==> src/rtl/xbar_slave_arbiter.sv <==
// Per-slave round-robin arbiter for the cross-bar: one master owns the slave port
// for a whole transaction (ack for writes, ack then resp for reads).
module xbar_slave_arbiter #(
    parameter int NMASTERS = 2,
    parameter int AWIDTH   = 32,
    parameter int DWIDTH   = 32,
    parameter bit SLAVE_ID = 1'b0
) (
    input  logic                         aclk,
    input  logic                         aresetn,
    input  logic [NMASTERS-1:0]          m_req,
    input  logic [NMASTERS-1:0]          m_cmd,
    input  logic [NMASTERS*AWIDTH-1:0]   m_addr,
    input  logic [NMASTERS*DWIDTH-1:0]   m_wdata,
    output logic [NMASTERS-1:0]          m_ack,
    output logic [NMASTERS-1:0]          m_resp,
    output logic [NMASTERS*DWIDTH-1:0]   m_rdata,
    output logic                         s_req,
    output logic                         s_cmd,
    output logic [AWIDTH-1:0]            s_addr,
    output logic [DWIDTH-1:0]            s_wdata,
    input  logic                         s_ack,
    input  logic                         s_resp,
    input  logic [DWIDTH-1:0]            s_rdata,
    output logic [NMASTERS-1:0]          grant
);

    localparam int PW = $clog2(NMASTERS);

    typedef enum logic [1:0] {ARB, BUSY, WAIT_RESP, RELEASE} state_t;

    state_t              state, state_next;
    logic [NMASTERS-1:0] grant_next;
    logic [PW-1:0]       ptr, ptr_next;
    logic [PW-1:0]       owner, owner_next;
    logic [NMASTERS-1:0] eligible;
    logic                found;
    logic [PW-1:0]       winner;
    logic [PW-1:0]       cand;
    logic                granted;
    logic                cur_req;
    logic                cur_cmd;

    function automatic logic [PW-1:0] wrap_add(input logic [PW-1:0] base, input int k);
        int s;
        s = int'(base) + k;
        if (s >= NMASTERS) s = s - NMASTERS;
        return PW'(s);
    endfunction

    always_comb begin
        eligible = '0;
        for (int i = 0; i < NMASTERS; i++)
            eligible[i] = m_req[i] && (m_addr[i*AWIDTH + AWIDTH - 1] == SLAVE_ID);
    end

    // Round-robin search starting at ptr; the first eligible master wins.
    always_comb begin
        found  = 1'b0;
        winner = '0;
        cand   = '0;
        for (int k = 0; k < NMASTERS; k++) begin
            cand = wrap_add(ptr, k);
            if (!found && eligible[cand]) begin
                found  = 1'b1;
                winner = cand;
            end
        end
    end

    assign granted = |grant;
    assign cur_req = granted & m_req[owner];
    assign cur_cmd = granted & m_cmd[owner];

    always_comb begin
        state_next = state;
        grant_next = grant;
        ptr_next   = ptr;
        owner_next = owner;
        case (state)
            ARB: begin
                if (found) begin
                    grant_next = NMASTERS'(1) << winner;
                    owner_next = winner;
                    ptr_next   = wrap_add(winner, 1);
                    state_next = BUSY;
                end
            end
            BUSY: begin
                if (!cur_req) begin
                    grant_next = '0;
                    state_next = ARB;
                end else if (s_ack) begin
                    if (cur_cmd || s_resp) state_next = RELEASE;
                    else                   state_next = WAIT_RESP;
                end
            end
            WAIT_RESP: begin
                if (s_resp) state_next = RELEASE;
            end
            RELEASE: begin
                if (!cur_req) begin
                    grant_next = '0;
                    state_next = ARB;
                end
            end
            default: begin
                grant_next = '0;
                state_next = ARB;
            end
        endcase
    end

    always_ff @(posedge aclk) begin
        if (!aresetn) begin
            state <= ARB;
            grant <= '0;
            ptr   <= '0;
            owner <= '0;
        end else begin
            state <= state_next;
            grant <= grant_next;
            ptr   <= ptr_next;
            owner <= owner_next;
        end
    end

    // Forward path comes from the registered owner; return path is gated by grant and state.
    always_comb begin
        s_req   = (state == BUSY) && cur_req;
        s_cmd   = cur_cmd;
        s_addr  = granted ? m_addr[int'(owner)*AWIDTH +: AWIDTH] : '0;
        s_wdata = granted ? m_wdata[int'(owner)*DWIDTH +: DWIDTH] : '0;
        m_ack   = '0;
        m_resp  = '0;
        m_rdata = '0;
        for (int i = 0; i < NMASTERS; i++) begin
            m_ack[i]  = s_ack & grant[i] & (state == BUSY);
            m_resp[i] = s_resp & grant[i] & ((state == BUSY) || (state == WAIT_RESP));
            m_rdata[i*DWIDTH +: DWIDTH] = grant[i] ? s_rdata : '0;
        end
    end

endmodule

==> config.mk <==
export PLATFORM = sky130hd
export DESIGN_NAME = xbar_slave_arbiter
export DESIGN_NICKNAME = d
export VERILOG_FILES = /design/src/rtl/xbar_slave_arbiter.sv
export SDC_FILE = /design/constraint.sdc
export NUM_CORES = 1
export LEC_CHECK = 0
export BUFFER_PORTS_ARGS = -buffer_cell sky130_fd_sc_hd__buf_4
export CAP_MARGIN = 25
export CORE_AREA = 4 4 117 119
export CTS_CLUSTER_DIAMETER = 200
export CTS_CLUSTER_SIZE = 25
export DETAILED_ROUTE_END_ITERATION = 8
export DIE_AREA = 0 0 121 123
export GPL_TIMING_DRIVEN = 0
export PLACE_DENSITY_LB_ADDON = 0.05
export SETUP_SLACK_MARGIN = 0.1
export SLEW_MARGIN = 20
export SYNTH_ARGS = -nofsm -noshare
export SYNTH_HDL_FRONTEND = slang
export SYNTH_SLANG_ARGS = --single-unit
==> constraint.sdc <==
create_clock -name aclk -period 1.6 [get_ports aclk]
set_clock_uncertainty 0.15 [all_clocks]
set_input_delay 0.08 -clock aclk [delete_from_list [all_inputs] [get_ports aclk]]
set_output_delay 0.08 -clock aclk [all_outputs]
set_load 0.1 [all_outputs]
== After elaboration in Yosys (flattened, before gate mapping) ==
Cells that the tools add are included.

* $add $sub $neg: 5
* Magnitude comparators: 6
* Eq/ne operators: 8
* Shift-type cells: 3
* Multiplexer cells: 28
* Bitwise logic cells: 12
* Reduce and logical (&&, ||, !) cells: 14

{| class="wikitable"
|+ Operator list
! cell !! number
|-
| $mux 32 || 4
|-
| $shiftx 64x7->32 || 2
|-
| $mux 1 || 16
|-
| $mux 2 || 6
|-
| $and 1x1->1 || 10
|-
| $ne 2x2->1 const B || 4
|-
| $pmux 2 s4 || 1
|-
| $lt 1x2->1 const B || 3
|-
| $add 1x1->2 const B || 2
|-
| $eq 2x2->1 const B || 2
|-
| $ge 2x2->1 const B || 2
|-
| $logic_and 1x1->1 || 4
|-
| $pmux 2 s2 || 1
|-
| $reduce_and 4->1 || 1
|-
| $reduce_or 2->1 || 2
|-
| $ne 3x3->1 const B || 1
|-
| $reduce_and 3->1 || 1
|-
| $sub 1x1->1 const B || 3
|-
| $eq 2x1->1 const B || 1
|-
| $ge 1x2->1 const B || 1
|-
| $logic_not 2->1 || 1
|-
| $logic_or 1x1->1 || 2
|-
| $not 1->1 || 2
|-
| $reduce_and 2->1 || 1
|-
| 3 further kinds || 3
|}

* Register bits: 6
* Input port bits: 168
* Output and inout bits: 136
* Word-level logic and storage cells: 80

== Depth between registers and ports, before layout ==
Gate-level depths: netlist of the first run.

* Depth in word-level cells: 11
* Gate-level depth with buffers: 6
* Mapped depth without buffers: 6

== Least setup slack after synthesis of the first run ==
OpenSTA, ideal clock, no wires.

* Path type: register to register
* Start: reg grant[1]
* End: reg state[0]
* Library setup time: 0.087 ns
* Data arrival time: 3.016 ns
* Data required time: 1.363 ns
* Slack: -1.652 ns
* Cell stages (with the launch flop): 5
* Buffers on the path: 0
* Clock period less this slack: 3.252 ns
* Cells stage by stage: dfxtp_1 nor2_2 nor3b_2 a21oi_1 a221oi_2

* Longest elaborated chain between the ends: 7
* Elaborated cells on any way between the ends: 11
* Classes of those cells: eq/ne: 2; mux: 4; bitwise: 2; reduce/logical: 3

{| class="wikitable"
|+ Ends and longest elaborated chain
! what !! RTL line !! text
|-
| start, declared || 25 || <nowiki>output logic [NMASTERS-1:0] grant</nowiki>
|-
| start signal, assigned || 122 || <nowiki>grant <= grant_next;</nowiki>
|-
| $reduce_or 2->1 * || 71 || <nowiki>assign granted = |grant;</nowiki>
|-
| $and 1x1->1 || 73 || <nowiki>assign cur_cmd = granted & m_cmd[owner];</nowiki>
|-
| $logic_or 1x1->1 || 94 || <nowiki>if (cur_cmd || s_resp) state_next = RELEASE;</nowiki>
|-
| $mux 1 || 94 ||
|-
| $mux 2 || 93 || <nowiki>end else if (s_ack) begin</nowiki>
|-
| $mux 2 || 90 || <nowiki>if (!cur_req) begin</nowiki>
|-
| $pmux 2 s4 || 80 || <nowiki>case (state)</nowiki>
|-
| end signal, assigned || 121 || <nowiki>state <= state_next;</nowiki>
|-
| end, declared || 32 || <nowiki>state_t state, state_next;</nowiki>
|}

Mark *: on every way between the ends. The rest lies on a longest branch, timed or not. The select of a mux whose other input is x is not followed.
A chain may end at the register's enable or synchronous reset.

== Worst setup path after layout of the first run ==
* Start: reg owner
* End: out s_wdata[9]

* Longest elaborated chain between the ends: 2

{| class="wikitable"
|+ Ends and longest elaborated chain
! what !! RTL line !! text
|-
| start, declared || 35 || <nowiki>logic [PW-1:0] owner, owner_next;</nowiki>
|-
| start signal, assigned || 124 || <nowiki>owner <= owner_next;</nowiki>
|-
| $shiftx 64x7->32 || 133 || <nowiki>s_wdata = granted ? m_wdata[int'(owner)*DWIDTH +: DWIDTH] : '0;</nowiki>
|-
| $mux 32 || 133 ||
|-
| end, declared || 21 || <nowiki>output logic [DWIDTH-1:0] s_wdata,</nowiki>
|}

No other way between the ends.

==> results by stage, run 1 <==
Global routing:
- The pin count of the biggest net entering global routing is 11.
- The overall track demand over capacity in global routing is 15.3%.
- The number of antenna violations at the first check in global routing is 0.
- The first global-routing pass estimated 18,400 um of wire.
- The aggregate global routing overflow is 0.
- The number of global-route vias before repair is 3,628.

Critical path:
- Measured in cells, the most critical reg-to-reg path has a length of 8.
- The critical path goes through buf_6 > buf_12 > buf_12 > buf_12 > mux2i_4 > nor2_4 > buf_12.
- The signal arrival time at the worst endpoint is 1.56 ns.
- The worst setup path is of the flop to primary output kind.
- In this design, the largest share of critical-path delay is due to buffers and inverters.
- By instance count, the cell type seen most on the critical path is buf_12.
- For this design, the slowest cell found on the critical path is dfxtp_2.
- Of all nets on the critical path, the largest fanout is 7.
- The worst setup path is launched from a flop.
- The largest single stage delay on the critical path is 0.31 ns.
- The setup slack of the most critical reg-to-reg path is -0.08 ns.
- STA puts the critical path data required time at 1.37 ns.
- In this run the worst setup path begins at owner.
- The most critical setup path has its endpoint at s_wdata[9].
- The count of cell instances traversed by the critical path is 7.
- STA classifies the critical path endpoint as a primary output.
- The source of the worst register-to-register timing path is owner.
- Together, buffers and inverters on the worst path number 5.

Synthesis:
- The main flop type after synthesis is dfxtp_1.
- The number of enable flip-flop cells after synthesis is 0.
- The largest family of logic cells by synthesized area is simple AND/OR/NAND/NOR gates.
- Synthesis produced a netlist whose cell count is 271.
- Of the total synthesized cell area, the portion taken by XOR and XNOR cells is 0%.
- The simple-gate share of the synthesized area is 40.4%.
- For this run, the number of Yosys warnings is 0.
- The cell area after synthesis is 1910 um^2.
- The fraction of the yosys area taken by sequential cells is 6.30%.
- The adder and majority cell fraction of the synthesized area is 3.94%.
- The share of the synthesized area in compound gates (AO/OA/AOI/OAI) is 7.09%.
- The number of distinct library cells after synthesis is 31.
- In this run, synthesis produced a sequential element count of 6.
- In the synthesized netlist, mux cells make up 35.8% of the area.
- The post-synth net total is 445.
- After synthesis, the mean cell area works out to 7.04 um^2.
- After synthesis, the share of flip-flops with an asynchronous set or reset is 0%.

Timing:
- Setup repair after global routing could not meet its margin everywhere.
- Of the available clock period, the critical path in the final layout requires 112%.
- At the pin with the least slew margin, the transition time is 0.336 ns.
- The number of setup violations in the final report is 70.
- The total count of max-transition violations in the final report was 0.
- The post-route setup TNS is -7.37 ns.
- For this run, the top clock speed supported by timing is 560 MHz.
- The post-route minimum period is 1.79 ns.
- The smallest setup slack after layout is -0.187 ns.
- The relative slew slack is 77.6%.
- The final count of hold timing violations came to 0.

Floorplanning:
- The row count is 41.
- The area of the die is 14,900 um^2.
- The x dimension of the die is 121 um.
- The area of the core is 12,600 um^2.
- The number of top-level pins is 304.
- The initial core utilization is 15.2%.
- The die height is 123 um.

Routing:
- Dividing the detail-routed via count by the number of cells gives 4.20.
- The iteration count of the initial detailed-routing pass is 4.
- Detailed routing inserted a total of 3,247 vias.
- For this block, the initial DRC count from the detailed router was 74.
- The post-route DRC violation count is 0.
- The number of nets with antenna violations after routing is 0.
- The wire length per cell is 16.1 um.
- The final layout contains routed wiring with a total length of 12,400 um.

Pwr:
- The share of total power dissipated in combinational logic is 89.9%.
- The worst vdd rail ir drop is 0.000549 V.
- The leakage dissipation is 3.08 nW.
- The sequential group share of total power is 3.4%.
- Per report_power, the clock group accounts for 6.7% of the total.
- The internal power contribution is 2.58 mW.
- Overall power consumption after layout is estimated at 6.08 mW.
- The switching power summed over all nets is 3.49 mW.
- Of the total power, the share spent switching nets is 57.5%.
- Power spread over the standard cell area amounts to 800 nW/um^2.

Placement:
- Input and output buffers added on the ports amount to 303.
- The instance area at placement is 5130 um^2.
- The number of placed instances, taps included is 746.
- After legalization and detailed placement, the total HPWL measured 9500 um.
- The routability congestion estimate is 0.760.
- The setup slack at placement is -0.282 ns.

Outcome:
- The run finished, with violations left.
- The final reports fail on negative setup slack.

Layout:
- The number of nets in the finished design is 777.
- The number of antenna diodes in the final layout is 0.
- The number of inserted filler cells in the final layout is 988.
- In the layout the commonest cells are buf_4 (194), mux2i_4 (66), nor2_4 (66).
- The library cell used most frequently in the layout, excluding fill and tap cells, is buf_4.
- Excluding fillers, the count of instances in the completed layout stands at 773.
- Cells with a size suffix above 1 make up 94.5% of the layout.
- The layout overhead on the synthesized area is 298%.
- With fillers left out, the area of the finished cells amounts to 7590 um^2.

Clock tree:
- In this run the number of H-tree levels came out at 1.
- The maximum count of clock buffers along a single path is 2.
- The cell at the root of the clock tree is clkbuf_16.
- For the worst-skew pair, the clock arrives at the later sink with an insertion delay of 0.23 ns.
- The clock tree from TritonCTS is done.
- Clock-pin slew was measured on the worst setup and hold paths at 0.03 ns.
- Clock tree synthesis inserted a total of 3 buffers.
- The clock sink count is 6.

Job:
- The tool flagged a number of max-cap violations equal to 0.

Min path:
- In this run the worst hold path is classified as input port to flop.
## power groups by stage
stage	clock network [mW]	registers [mW]	logic (mW)
6_report	0.408	0.205	5.46
2_1_floorplan	0	0.227	3.22
3_3_place_gp	0	0.198	4.15
5_1_grt	0.425	0.210	5.64
4_1_cts	0.411	0.204	5.18
3_5_place_dp	0	0.200	4.16
## layout make-up
| class | instances | area (um^2) | area share, % |
|---|---|---|---|
| multi-input combinational | 238 | 3190 | 42.0 |
| clock buffer | 3 | 75.1 | 0.989 |
| timing repair buffer | 327 | 3620 | 47.6 |
| inverter | 6 | 27.5 | 0.362 |
| tap | 172 | 215 | 2.83 |
| buffer | 21 | 334 | 4.40 |
| sequential | 6 | 136 | 1.80 |
## worst register-to-register path: cells and delay by family, from the launching register on
| kind | cells | cell delay, ns |
|---|---|---|
| buffers and inverters | 4 | 0.48 |
| multiplexers | 2 | 0.35 |
| flip-flops | 1 | 0.31 |
| AND/OR/NAND/NOR | 2 | 0.30 |
## how the worst min path moves through the flow
stage | slack, ns | cells after the start | start | end
after floorplan | 0.05 | 2 | aresetn | ptr
after global placement | 0.20 | 3 | aresetn | ptr
after detailed placement | 0.20 | 3 | aresetn | ptr
after CTS | 0.06 | 4 | m_addr[63] | owner
after global routing | 0.1 | 4 | m_addr[63] | owner
final | 0.08 | 4 | m_addr[63] | owner
## synth_stat cells (2+ instances only)
cell	number	area [um^2]
mux2i_1	66	661
and2_1	64	400
inv_1	6	22.5
a21oi_1	5	25.0
nand2_1	5	18.8
buf_2	11	55.1
dfxtp_1	6	120
and3_1	4	25.0
clkbuf_1	8	30.0
o31ai_1	2	15.0
nor2_1	67	251
nand2b_1	3	18.8
ha_1	6	75.1
## per-stage QoR
step                util (%)  hold WS (ns)
global placement        40.8         0.198
floorplan                  -        0.0461
CTS                     56.4        0.0637
finish                  60.4        0.0834
global route            60.4        0.0985
detailed placement      40.8         0.199
## per-layer routing
metal  track usage, %  up-vias  share of wire [%]
li1                 -     1569                  -
met1             15.2     1485                 30
met2             30.1      180                 57
met3             5.26       13                 11
met4             3.82        0                1.6
met5                0        -                  0
## timing repair
action                                  4_1_cts  5_1_grt
buffers inserted                             15        7
endpoints found under the setup margin      134      134
hold buffers                                  1        0
gates cloned                                  1        1
pin swaps                                    25       14
endpoints found under the hold margin         2        0
resized for setup                           388       97
## kinds of logic after synthesis
| family | Yosys count |
|---|---|
| adders and majority gates | 6 |
| AOI/OAI and AO/OA | 15 |
| buffers and inverters | 27 |
| DFF | 6 |
| and+or+nand+nor | 150 |
| muxes | 67 |
(Power assumes the default switching activity.)
==> inputs of run 2 (changes only) <==
--- a/config.mk
+++ b/config.mk
@@ -14,7 +14,7 @@
 export DIE_AREA = 0 0 121 123
 export GPL_TIMING_DRIVEN = 0
 export PLACE_DENSITY_LB_ADDON = 0.05
-export SETUP_SLACK_MARGIN = 0.1
+export SETUP_SLACK_MARGIN = 0.4
 export SLEW_MARGIN = 20
 export SYNTH_ARGS = -nofsm -noshare
 export SYNTH_HDL_FRONTEND = slang
==> results by stage, run 2 (same netlist as run 1, synthesis figures left out) <==
Critical path:
- The highest fanout seen on the critical path is 6.
- The largest single stage delay on the critical path is 0.30 ns.
- Among all stages on the critical path, the largest delay is contributed by dfxtp_2.
- STA classifies the critical path endpoint as a primary output.
- The most critical setup path has its startpoint at owner.
- The setup slack of the most critical reg-to-reg path is -0.11 ns.
- The worst register-to-register path begins at owner.
- The signal on the critical path passes through buf_6 > buf_12 > buf_12 > buf_16 > mux2i_4 > nor2_4 > buf_12.
- The signal arrival time at the worst endpoint is 1.56 ns.
- STA puts the critical path data required time at 1.37 ns.
- The startpoint class of the critical path is a flop.
- The worst reg2reg path depth is 6.
- The critical path is of the flop to primary output type.
- Among the stages of the critical path, the cell type that occurs most often is buf_12.
- The destination of the worst register-to-register timing path is state[0].

Floorplanning:
- The die height is 123 um.
- The area of the core is 12,600 um^2.
- The initial core utilization is 15.2%.
- The floorplan step set the die width to 121 um.
- The area of the die is 14,900 um^2.
- The number of top-level pins is 304.
- The row count is 41.

Placement:
- Counting tap cells, the placed design contains a total of 746 instances.
- Port buffering added 303 buffers.
- The congestion estimate from routability-driven global placement came to 0.678.
- The half-perimeter wire length after detailed placement is 10,100 um.

Routing:
- The post-route DRC violation count is 0.
- The wire length per cell is 17.8 um.
- The count of nets left with antenna violations once routing finished came out at 0.
- For this block, the initial DRC count from the detailed router was 84.
- For this block, the via count after detailed routing is 3,304.
- The iteration count of the initial detailed-routing pass is 3.
- The vias per cell is 4.18.
- For this block, the routed nets add up to 14,000 um of wire.

Global routing:
- The first global-routing pass estimated 20,200 um of wire.
- The number of antenna violations at the first check in global routing was 0.
- The overall track demand over capacity in global routing is 17.0%.
- Entering global routing, the biggest net connects 11 pins.
- Summed over all layers, the global routing overflow is 0.
- The number of global-route vias before repair is 3,724.

Timing:
- The post-route minimum period is 1.79 ns.
- The final count of hold timing violations is 0.
- The post-route clock period utilization is 112%.
- After layout, the worst setup slack is -0.195 ns.
- The total count of max-transition violations in the final report is 0.
- The relative slew slack is 79.8%.
- The slew of the pin with the lowest slew margin is 0.296 ns.
- The highest clock frequency the design can meet is 557 MHz.
- Setup repair after global routing could not meet its margin everywhere.
- The worst hold margin is 0.103 ns.
- Adding up every negative setup slack in the final design gives -9.19 ns.
- Setup violations remaining at the end of the flow were counted as 69.

Clock tree:
- The maximum count of clock buffers along a single path is 2.
- In this run, CTS created clock tree buffers numbering 3.
- The cell sitting at the root of the clock tree is a clkbuf_16.
- The clock sink count is 6.
- Clock-pin slew was measured on the worst setup and hold paths at 0.04 ns.
- The number of H-tree levels is 1.
- For the worst-skew pair, the clock arrives at the later sink with an insertion delay of 0.23 ns.
- TritonCTS built the clock tree.

Min path:
- The worst hold path depth is 4.
- The path category of the worst min-delay check is input port to flop.
- The worst hold path begins at m_addr[63].
- The worst hold path terminates at owner.

Pwr:
- In this run the static leakage power is 3.34 nW.
- The worst-case IR drop observed on VDD is 0.000470 V.
- In this run the power density over the cells is 774 nW/um^2.
- The post-layout total power is 6.46 mW.

Layout:
- The post-route non-filler standard cell count is 790.
- The top cell types in the final layout, fill and taps aside, are buf_4 (193), buf_12 (129), nor2_4 (66).
- The antenna cell count is 0.
- The commonest non-fill, non-tap cell in the layout is buf_4.
- The final layout contains 794 nets.
- From synthesis to final layout, the design area changed by 337%.
- The utilization after layout is 66.3%.
- Of the cells placed in the final design, the portion with a size suffix greater than 1 is 95.3%.

Outcome:
- The final reports fail on negative setup slack.
- The run finished, with violations left.

Job:
- The reported max-cap violation count is 0.
## run 2: cell types whose count changed in the layout (fill, tap and decap cells not counted), moves of 4 or more
cell / change
buf_8: -46
and2_2: -4
mux2i_2: +11
buf_6: -18
buf_16: +6
and2_4: +4
mux2i_4: -11
clkbuf_16: +5
buf_12: +70
## run 2: critical path, delay by kind of cell (launching register included)
kind,cells,cell delay (ns)
DFF,1,0.30
buffers and inverters,5,0.73
muxes,1,0.19
and+or+nand+nor,1,0.11
## run 2: how the worst max path moves through the flow
| stage | endpoint |
|---|---|
| after floorplan | state[0] |
| after global placement | s_addr[20] |
| after detailed placement | s_addr[20] |
| after CTS | s_wdata[25] |
| final | s_addr[15] |
| after global routing | s_wdata[25] |
## run 2: area by class of cell
class,instances,area [um^2]
timing repair buffer,344,4350
buffer,21,397
fill,903,4230
tap,172,215
inverter,6,32.5
multi-input combinational,238,3130
sequential,6,136
clock buffer,3,75.1
## run 2: repair_timing
item / 4_1_cts / 5_1_grt
setup endpoints to repair: 140 / 142
hold buffers: 1 / 0
buffers inserted: 21 / 9
pin swaps: 63 / 49
gates cloned: 5 / 5
gates resized for setup: 517 / 61
endpoints found under the hold margin: 2 / 0
## run 2: per-layer routing
layer  share of wire [%]  global-route usage (%)
met1                  31                    17.2
met2                  58                    34.9
met3                 8.8                    4.44
met4                 1.3                    3.05
met5                   0                       0
## run 2: where the power goes
part	switching, mW	internal, mW	total (mW)
combinational	3.47	2.39	5.85
sequential	0.0243	0.168	0.193
clock	0.0890	0.321	0.410
## run 2: through the flow
step	worst slack [ns]	area, um^2
floorplan	-0.579	2690
global placement	-0.263	5180
detailed placement	-0.271	5180
CTS	-0.199	7880
global route	-0.224	8340
finish	-0.195	8340
==> inputs of run 3 (changes only) <==
--- a/config.mk
+++ b/config.mk
@@ -13,7 +13,6 @@
 export DETAILED_ROUTE_END_ITERATION = 8
 export DIE_AREA = 0 0 121 123
 export GPL_TIMING_DRIVEN = 0
-export PLACE_DENSITY_LB_ADDON = 0.05
 export SETUP_SLACK_MARGIN = 0.4
 export SLEW_MARGIN = 20
 export SYNTH_ARGS = -nofsm -noshare
==> results by stage, run 3 (same netlist as run 1, synthesis figures left out) <==
Pwr:
- Across the VDD grid, the largest voltage drop is 0.000509 V.
- In this run switching power makes up 54.3% of total power.
- The design draws 6.84 mW.
- Of the total power, combinational logic draws 90.9%.
- The total power density per cell area is 780 nW/um^2.
- The clock network is responsible for 6.2% of the overall power.
- The internal power contribution is 3.13 mW.
- In this run the power spent charging and discharging nets is 3.72 mW.
- The leakage dissipation is 3.47 nW.
- The sequential group share of total power is 2.8%.

Global routing:
- The first global-routing pass estimated 21,200 um of wire.
- The number of global-route vias before repair was 3,710.
- The aggregate global routing overflow is 0.
- Global routing used 18.1% of the available tracks.
- Entering global routing, the biggest net connects 11 pins.
- The number of antenna violations at the first check in global routing came to 0.

Floorplanning:
- The die height is 123 um.
- The initial core utilization is 15.2%.
- The number of top-level pins is 304.
- The area of the core is 12,600 um^2.
- The area of the die is 14,900 um^2.
- From left edge to right edge, the die measures 121 um.
- The row count is 41.

Critical path:
- The category of the most critical setup path is flop to primary output.
- The signal arrival time at the worst endpoint is 1.56 ns.
- The highest fanout seen on the critical path is 7.
- The data required time at the worst endpoint is 1.37 ns.
- STA classifies the critical path endpoint as a primary output.
- The startpoint class of the critical path is a flop.

Placement:
- The setup slack at placement is -0.349 ns.
- The HPWL after detailed placement is 10,200 um.
- The instance area at placement is 5180 um^2.
- In this run the tool buffered the top-level ports with 303 buffer cells.
- The routability congestion estimate is 0.829.

Clock tree:
- No sink is reached through more buffers than the 2 on the longest clock path.
- The clock sink count is 6.
- The number of H-tree levels is 1.
- The later-pin clock latency in the skew report is 0.23 ns.
- The cell at the root of the clock tree is clkbuf_16.
- The TritonCTS buffer count is 3.
- TritonCTS built the clock tree.
- Clock-pin slew was measured on the worst setup and hold paths at 0.03 ns.

Layout:
- The number of antenna diodes in the final layout is 0.
- The commonest non-fill, non-tap cell in the layout is buf_4.
- The cell area after layout is 8770 um^2.
- The proportion of layout cells with a drive suffix above 1 is 94.9%.
- For this run, the post-layout net count is 801.
- Relative to the synthesized area, the layout overhead comes to 360%.
- The library cells used most frequently in the layout, excluding fill and tap cells, are buf_4 (182), buf_12 (139), mux2i_4 (66), nor2_4 (66), and2_4 (64).

Timing:
- The final count of hold timing violations is 0.
- The smallest setup slack after layout is -0.193 ns.
- The post-route clock period utilization is 112%.
- The number of setup violations in the final report is 77.
- For the finished layout, the period the worst path requires is 1.79 ns.
- In this run the tightest slew margin relative to its limit is 77.8%.
- At the pin with the least slew margin, the transition time is 0.333 ns.
- Based on the critical path, the design can be clocked at up to 558 MHz.
- Setup repair after global routing could not meet its margin everywhere.
- The total count of max-transition violations in the final report is 0.

Outcome:
- The final reports fail on negative setup slack.
- The flow ran to the end, but the final reports show violations.

Routing:
- For this block, the initial DRC count from the detailed router was 98.
- The iteration count of the initial detailed-routing pass is 4.
- In the routed layout, each cell is associated on average with a via count of 4.33.
- In the final routed layout, each cell accounts on average for 20.6 um.
- Across all layers, the routed design uses 3,455 vias.
- The detail route stage leaves a number of antenna-violating nets equal to 0.
- The wire length after detailed routing is 16,400 um.
- The post-route DRC violation count is 0.

Job:
- The reported max-cap violation count is 0.

Min path:
- The tightest min-delay check is of the input port to flop type.
-- run 3: cell types whose count changed in the layout (fill, tap and decap cells not counted), sizes merged --
cell    delta
clkbuf     +6
buf        +1
bufbuf     +1
-- run 3: metrics by stage --
step / hold slack, ns / cells / TNS (ns) / util [%]
final: 0.154 / 798 / -9.61 / 69.8
after global routing: 0.184 / 798 / -12.91 / 69.8
after CTS: 0.0940 / 785 / -10.14 / 62.3
after detailed placement: 0.201 / 746 / -13.06 / 41.2
after global placement: 0.194 / 746 / -12.10 / 41.2
after floorplan: 0.0461 / 271 / -13.00 / -
-- run 3: layer usage --
metal / share of wire (%) / vias up / global-route usage, %
met2: 58 / 175 / 36.5
met3: 7.3 / 31 / 3.71
met1: 32 / 1619 / 19.3
li1: - / 1630 / -
met4: 2.5 / 0 / 3.61
met5: 0 / - / 0
-- run 3: worst max-delay path, cell delays in order (launching register included) --
cell and delay (ns):
dfxtp_2 0.31, buf_6 0.13, buf_16 0.16, clkbuf_16 0.18, mux2i_4 0.19, nor2_4 0.13
buf_8 0.21
-- run 3: area by class of cell --
type / count / area, um^2
repair buffers: 351 / 4640
flip-flops and latches: 6 / 136
well taps: 172 / 215
multi-input cells: 238 / 3210
fillers: 775 / 3800
plain buffers: 21 / 457
clock buffers: 4 / 78.8
inverters: 6 / 32.5
-- run 3: final timing paths --
check / from / endpoint / slack [ns] / depth (start not counted)
min reg2reg: ptr / ptr / 0.31 / 2
max: owner / s_addr[29] / -0.19 / 6
max reg2reg: owner / state[0] / -0.14 / 6
min: m_addr[63] / owner / 0.15 / 4
-- run 3: power groups by stage --
stage	Clock, mW	Combinational [mW]	Sequential, mW
final	0.427	6.22	0.193
after global routing	0.442	6.39	0.196
after CTS	0.430	5.60	0.189
after detailed placement	0	4.21	0.199
after global placement	0	4.18	0.198
after floorplan	0	3.24	0.228
-- run 3: what timing repair did --
item | 4_1_cts | 5_1_grt
hold endpoints to repair | 2 | 0
hold buffers | 1 | 0
buffers inserted | 29 | 6
endpoints found under the setup margin | 142 | 142
resized for setup | 494 | 147
cloned | 5 | 7
pin swaps | 28 | 81
